## src/rtl/wb_arb_pkg.sv

```systemverilog
// Shared types for the writeback port arbiter: the buffered write request and grant encoding.
package wb_arb_pkg;

  localparam int WB_XLEN = 64;

  typedef struct packed {
    logic [4:0]         rd;
    logic [WB_XLEN-1:0] data;
  } wb_req_t;

  typedef enum logic [1:0] {
    GNT_NONE = 2'd0,
    GNT_PIPE = 2'd1,
    GNT_LU   = 2'd2
  } grant_e;

  function automatic logic [31:0] rd_onehot(input logic [4:0] rd);
    return 32'd1 << rd;
  endfunction

endpackage

```

## src/rtl/wb_arb_fifo.sv

```systemverilog
// Synchronous FIFO of writeback requests; exposes per-entry valid and rd so the
// top can build the busy mask from registered state only.
module wb_arb_fifo
  import wb_arb_pkg::*;
#(
  parameter int DEPTH = 4
) (
  input  logic                       clk,
  input  logic                       reset,
  input  logic                       push_i,
  input  wb_req_t                    push_data_i,
  input  logic                       pop_i,
  output wb_req_t                    head_o,
  output logic                       full_o,
  output logic                       empty_o,
  output logic [$clog2(DEPTH):0]     count_o,
  output logic [DEPTH-1:0]           ent_valid_o,
  output logic [DEPTH-1:0][4:0]      ent_rd_o
);

  localparam int PW = $clog2(DEPTH);
  localparam int CW = PW + 1;

  wb_req_t          mem_q [DEPTH];
  logic [DEPTH-1:0] vld_q;
  logic [PW-1:0]    wr_ptr_q;
  logic [PW-1:0]    rd_ptr_q;
  logic [CW-1:0]    count_q;

  logic push_ok;
  logic pop_ok;

  assign full_o  = (count_q == CW'(DEPTH));
  assign empty_o = (count_q == '0);
  assign pop_ok  = pop_i && !empty_o;
  // A push into a full FIFO is only legal when the head leaves on the same edge.
  assign push_ok = push_i && (!full_o || pop_ok);

  assign head_o      = mem_q[rd_ptr_q];
  assign count_o     = count_q;
  assign ent_valid_o = vld_q;

  always_comb begin
    ent_rd_o = '0;
    for (int i = 0; i < DEPTH; i++) begin
      ent_rd_o[i] = mem_q[i].rd;
    end
  end

  always_ff @(posedge clk) begin
    if (push_ok) begin
      mem_q[wr_ptr_q] <= push_data_i;
    end
  end

  always_ff @(posedge clk) begin
    if (reset) begin
      vld_q    <= '0;
      wr_ptr_q <= '0;
      rd_ptr_q <= '0;
      count_q  <= '0;
    end else begin
      if (pop_ok) begin
        vld_q[rd_ptr_q] <= 1'b0;
        rd_ptr_q        <= rd_ptr_q + PW'(1);
      end
      if (push_ok) begin
        vld_q[wr_ptr_q] <= 1'b1;
        wr_ptr_q        <= wr_ptr_q + PW'(1);
      end
      case ({push_ok, pop_ok})
        2'b10:   count_q <= count_q + CW'(1);
        2'b01:   count_q <= count_q - CW'(1);
        default: count_q <= count_q;
      endcase
    end
  end

endmodule

```

## src/rtl/wb_port_arbiter.sv

```systemverilog
// Shares the regfile write port between the WB stage and buffered long-latency results.
// Optional starvation guard enabled by defining WB_ARB_STARVE_GUARD_EN.
module wb_port_arbiter
  import wb_arb_pkg::*;
#(
  parameter int XLEN         = WB_XLEN,
  parameter int FIFO_DEPTH   = 4,
  parameter int STARVE_LIMIT = 8
) (
  input  logic                          clk,
  input  logic                          reset,
  input  logic                          pipe_valid,
  input  logic                          pipe_en_rd,
  input  logic [4:0]                    pipe_rd,
  input  logic [XLEN-1:0]               pipe_data,
  output logic                          pipe_stall,
  input  logic                          lu_valid,
  output logic                          lu_ready,
  input  logic [4:0]                    lu_rd,
  input  logic [XLEN-1:0]               lu_data,
  output logic                          rf_we,
  output logic [4:0]                    rf_waddr,
  output logic [XLEN-1:0]               rf_wdata,
  output logic [31:0]                   busy_mask,
  output logic [$clog2(FIFO_DEPTH):0]   fifo_count
);

  localparam int CW = $clog2(FIFO_DEPTH) + 1;

  wb_req_t                     head;
  wb_req_t                     push_req;
  logic                        fifo_full;
  logic                        fifo_empty;
  logic [CW-1:0]               fifo_cnt;
  logic [FIFO_DEPTH-1:0]       ent_valid;
  logic [FIFO_DEPTH-1:0][4:0]  ent_rd;

  logic   pipe_req;
  logic   lu_head;
  logic   lu_push;
  logic   lu_pop;
  logic   force_lu;
  grant_e gnt;
  logic [31:0] mask;

  assign pipe_req = pipe_valid && pipe_en_rd && (pipe_rd != 5'd0);
  assign lu_head  = !fifo_empty;
  assign lu_ready = !reset && !fifo_full;
  // Results for x0 complete the handshake but are never buffered.
  assign lu_push  = lu_valid && lu_ready && (lu_rd != 5'd0);
  assign push_req = '{rd: lu_rd, data: lu_data};

  wb_arb_fifo #(
    .DEPTH (FIFO_DEPTH)
  ) u_fifo (
    .clk         (clk),
    .reset       (reset),
    .push_i      (lu_push),
    .push_data_i (push_req),
    .pop_i       (lu_pop),
    .head_o      (head),
    .full_o      (fifo_full),
    .empty_o     (fifo_empty),
    .count_o     (fifo_cnt),
    .ent_valid_o (ent_valid),
    .ent_rd_o    (ent_rd)
  );

`ifdef WB_ARB_STARVE_GUARD_EN
  localparam int SW = $clog2(STARVE_LIMIT + 1);

  logic [SW-1:0] starve_q;
  logic [SW-1:0] starve_d;

  assign force_lu = lu_head && (starve_q == SW'(STARVE_LIMIT));

  always_comb begin
    starve_d = starve_q;
    if ((gnt == GNT_LU) || !lu_head) begin
      starve_d = '0;
    end else if (pipe_req) begin
      starve_d = starve_q + SW'(1);
    end
  end

  always_ff @(posedge clk) begin
    if (reset) begin
      starve_q <= '0;
    end else begin
      starve_q <= starve_d;
    end
  end

  assign pipe_stall = !reset && force_lu && pipe_req;
`else
  assign force_lu   = 1'b0;
  assign pipe_stall = 1'b0;
`endif

  always_comb begin
    gnt = GNT_NONE;
    if (reset) begin
      gnt = GNT_NONE;
    end else if (force_lu) begin
      gnt = GNT_LU;
    end else if (pipe_req) begin
      gnt = GNT_PIPE;
    end else if (lu_head) begin
      gnt = GNT_LU;
    end
  end

  assign lu_pop = (gnt == GNT_LU);

  always_comb begin
    rf_we    = 1'b0;
    rf_waddr = 5'd0;
    rf_wdata = '0;
    case (gnt)
      GNT_PIPE: begin
        rf_we    = 1'b1;
        rf_waddr = pipe_rd;
        rf_wdata = pipe_data;
      end
      GNT_LU: begin
        rf_we    = 1'b1;
        rf_waddr = head.rd;
        rf_wdata = head.data;
      end
      default: ;
    endcase
  end

  always_comb begin
    mask = '0;
    for (int i = 0; i < FIFO_DEPTH; i++) begin
      if (ent_valid[i]) begin
        mask = mask | rd_onehot(ent_rd[i]);
      end
    end
  end

  assign busy_mask  = reset ? 32'd0 : mask;
  assign fifo_count = reset ? '0 : fifo_cnt;

`ifndef SYNTHESIS
  if (FIFO_DEPTH < 2 || (FIFO_DEPTH & (FIFO_DEPTH - 1)) != 0 || STARVE_LIMIT < 1) begin : g_param_check
    $error("wb_port_arbiter: bad FIFO_DEPTH or STARVE_LIMIT");
  end

  // Decode must never let a WB write race a buffered write to the same register.
  a_no_busy_pipe_write: assert property (@(posedge clk) disable iff (reset)
    !(pipe_req && busy_mask[pipe_rd]))
    else $error("wb_port_arbiter: WB write to busy rd %0d", pipe_rd);
`endif

endmodule

```

## config.mk

```make
export PLATFORM = sky130hd
export DESIGN_NAME = wb_port_arbiter
export DESIGN_NICKNAME = d
export VERILOG_FILES = /design/src/rtl/wb_arb_pkg.sv /design/src/rtl/wb_arb_fifo.sv /design/src/rtl/wb_port_arbiter.sv
export SDC_FILE = /design/constraint.sdc
export NUM_CORES = 1
export LEC_CHECK = 0
export CAP_MARGIN = 20
export CELL_PAD_IN_SITES_DETAIL_PLACEMENT = 0
export CELL_PAD_IN_SITES_GLOBAL_PLACEMENT = 1
export CORE_UTILIZATION = 40
export CTS_BUF_LIST = sky130_fd_sc_hd__clkbuf_8
export DETAILED_ROUTE_END_ITERATION = 16
export GPL_ROUTABILITY_DRIVEN = 0
export PLACE_DENSITY_LB_ADDON = 0.2
export SLEW_MARGIN = 40
export SYNTH_ARGS = -nofsm -noshare
export SYNTH_HDL_FRONTEND = slang
export SYNTH_SLANG_ARGS = --single-unit
```

## constraint.sdc

```tcl
create_clock -name clk -period 3.7 [get_ports clk]
set_input_delay 0.74 -clock clk [delete_from_list [all_inputs] [get_ports clk]]
set_output_delay 0.74 -clock clk [all_outputs]
set_load 0.02 [all_outputs]
```

==> results of run 1 <==
-- synth_stat cells (2+ instances only) --
master / n / area, um^2
edfxtp_1: 276 / 8288
a32o_1: 73 / 730.7
mux4_2: 69 / 1554
nand2_1: 42 / 157.7
clkbuf_1: 34 / 127.6
nor2_1: 34 / 127.6
a22oi_1: 29 / 217.7
a31oi_1: 22 / 137.6
buf_2: 20 / 100.1
a21oi_1: 14 / 70.07
inv_1: 14 / 52.55
a32oi_1: 13 / 113.9
dfxtp_1: 13 / 260.3
nand3_1: 12 / 60.06
nor2b_1: 12 / 75.07
ha_1: 9 / 112.6
nor3_1: 9 / 45.04
nand2b_1: 8 / 50.05
buf_4: 7 / 52.55
and2_1: 6 / 37.54
or3_1: 5 / 31.28
and3_1: 3 / 18.77
nor3b_1: 3 / 22.52
and2_0: 2 / 12.51
mux2i_1: 2 / 20.02
nor4_1: 2 / 12.51
nor4b_1: 2 / 17.52
o311a_1: 2 / 20.02
xor2_1: 2 / 17.52
-- state kept, by name, indices dropped and copies added (netlist names), named ones only --
signal              flops
u_fifo.rd_ptr_q         2
u_fifo.mem_q          276
u_fifo.count_o          3
u_fifo.ent_valid_o      4
u_fifo.wr_ptr_q         2
-- power groups by stage --
stage | Sequential (mW) | Clock (mW) | Combinational (mW)
floorplan | 3.83 | 0 | 0.938
global placement | 3.87 | 0 | 1.57
detailed placement | 3.88 | 0 | 1.57
CTS | 3.81 | 2.51 | 1.52
global route | 3.82 | 2.66 | 1.61
finish | 3.81 | 2.42 | 1.49
-- metrics by stage --
| step | TNS, ns | worst slack [ns] |
|---|---|---|
| final | 0 | 0.1035 |
| after global routing | 0 | 0.006788 |
| after CTS | 0 | 0.08026 |
| after detailed placement | -12.68 | -0.2297 |
| after global placement | -10.80 | -0.1930 |
| after floorplan | 0 | 0.4620 |
-- kinds of logic (layout without fill, tap and decap cells) --
logic type                 after synthesis  count (layout)  share of synthesized area [%]
AOI/OAI and AO/OA                      156             156                          10.40
xor gates and xnor gates                 3               3                         0.2074
other                                    1               1                        0.02960
and+or+nand+nor                        145             145                          5.610
DFF                                    289             289                          67.48
buffers and inverters                   76             383                          2.716
adders and majority gates               10              10                          1.047
muxes                                   72              72                          12.51
-- worst max-delay path, stage by stage --
cell and delay [ns]:
clkdlybuf4s50_1 0.47, or3_4 0.45, o311a_2 0.40, buf_12 0.19, a32o_1 0.25, dlygate4sd2_1 0.32
-- layer usage --
layer | part of all wire, % | vias to the layer above
li1 | - | 3699
met5 | 0 | -
met2 | 49 | 343
met4 | 2.4 | 0
met3 | 7.2 | 54
met1 | 42 | 4158
-- final timing paths --
check | end | slack, ns
max | rf_wdata[9] | 0.10
min | u_fifo.wr_ptr_q[0]$_SDFFE_PP0P_ | 0.52
max reg2reg | u_fifo.count_o[2]$_SDFFE_PP0P_ | 1.02
min reg2reg | u_fifo.wr_ptr_q[0]$_SDFFE_PP0P_ | 0.52
-- final cells by class --
type | count | area [um^2] | share of cell area [%]
clock inverters | 38 | 162.7 | 0.9793
well taps | 396 | 495.5 | 2.983
multi-input cells | 387 | 3819 | 22.99
clock buffers | 49 | 674.4 | 4.060
repair buffers | 282 | 2850 | 17.16
inverters | 14 | 52.55 | 0.3164
flip-flops and latches | 289 | 8556 | 51.51
-- repair_timing --
action,in CTS,in global routing
gates resized for setup,71,4
buffers inserted,2,0
setup endpoints to repair,70,8
endpoints found under the hold margin,0,0
==> results.md, run 1 <==
* Layout Nets at 1,175
* Clk Latency, worst-skew pair at between 0.5 and 0.6 ns
* Vias per Instance at 5.673
* Comb pwr share at 19.3%
* Clk sinks at 289
* PortBufs at 248
* Crit. End Element: primary output
* HP Class: flop to flop
* Drt wl/cell at 21.91 um
* Final Cycle Share at 97.20%
* Root Buffer: clkbuf_8
* CP arrival at 2.86 ns
* Synthesized flop and latch total at around 290
* Antenna Cells at 0
* Final number of hold-violating endpoints at 0
* Mapped Area at 12,670 um^2
* R2R Path Start: u_fifo.count_o[2]$_SDFFE_PP0P_
* Status: complete, but fails checks
* Syn Inst Count at 752
* Clock group share of total power at between 30% and 40%
* CTS tree: built
* Initial core utilization at 40.99%
* Final Slew Violations at 0
* Peak Freq at 278.0 MHz
* Hold-critical path depth at 2
* Sw frac at 26.03%
* Fin area at approximately 17,000 um^2
* EDFF count, synth at 276
* Clock Path Buffers at 3
* H-tree Lvls at 2
* Via Count at 8,254
* Global-route wire length before repair at between 40 and 50 mm
* Met3 Resource Use GR at under 10%
* Cell variety after synth at 42
* ANT nets after route at 0
* Hold buffers post-CTS at 0
* Clk_skew at 0.03505 ns
* Critical path required time at 2.96 ns
* Tot GR Track Use at between 10% and 20%
* Synth Net Count at 905
* Die width at 180.0 um
* Worst slew pin tran at 0.6813 ns
* Met1 Track Usage GR at 26.15%
* Max Cap Viol at 0
* Internal at 5.713 mW
* Fraction of power consumed by sequential logic at 49.3%
* Initial antenna violation count at 0
* Largest net degree at the start of global routing at between 50 and 60
* Maximum vdd ir drop at 0.3036 mV
* Gr ovfl total at 0
* HPWL reported at the end of detailed placement at 21.35 mm
* Vias in the first global route at between 8,000 and 9,000
* RSZ-0062 raised after global routing: false
* Critical path origin: pipe_rd[0]
* Finished Layout Cells at about 1,500
* IO Pins at between 200 and 300
* Setup violators final at 0
* P&R area growth vs syn at 31.11%
* Worst slew margin at 54.23%
* Filler cells at between 2,000 and 3,000
* DRC at 13
* Failing checks: DRC
* R2R depth at 13
* Worst hold start: u_fifo.wr_ptr_q[0]$_SDFFE_PP0P_
* Post-layout util at 53.74%
* Initial DRC count at 921
* DRT Pass-1 Iters at 13
* Post-synth top flop: edfxtp_1
* Power per cell area at 465.0 nW/um^2
* Layout cells sized above 1 at 16.24%
* Most Crowded Layer GR: met2
* CTS clk-pin slew, worst paths at 0.06 ns
* Global routing usage on met2 at 32.90%
* Async set-reset flop share out of synthesis at 0%
* Mean post-synth cell area at around 17 um^2
* Setup CP Type: input pin to primary output
* Most common cell after layout, fill and taps aside: edfxtp_1
* Min cycle time layout at about 3.6 ns
* Die ar. at roughly 32,000 um^2
* Chip height at 180.0 um
* Post-Route WL at 31.88 mm
* Syn. warnings at 0
* Max FO, Critical Path at between 40 and 50
* DP Area at 15,820 um^2
* CP startpoint kind: input pin
* Commonest non-fill, non-tap cells in the layout: edfxtp_1 (276), clkdlybuf4s50_1 (178), a32o_1 (73), dlygate4sd2_1 (70), mux4_2 (69)
* Total placed cells including tap cells at around 1,400
* Tot Pwr at 7.723 mW
* Sequential area share after synthesis at 67.48%
* Hold_ws at roughly 0.52 ns
* P_sw at 2.010 mW
* Total core area at 30,910 um^2
* CTS Buf Count at 48
* Row count at 64
* Lkg Pwr at 5.513 nW
Note: power is estimated with default switching activity, not from simulation.
==> run 2: changes to the inputs <==
- CTS_CLUSTER_DIAMETER: default -> 80
==> results of run 2 <==
Final layout, timing and power as in run 1 (identical DEF).
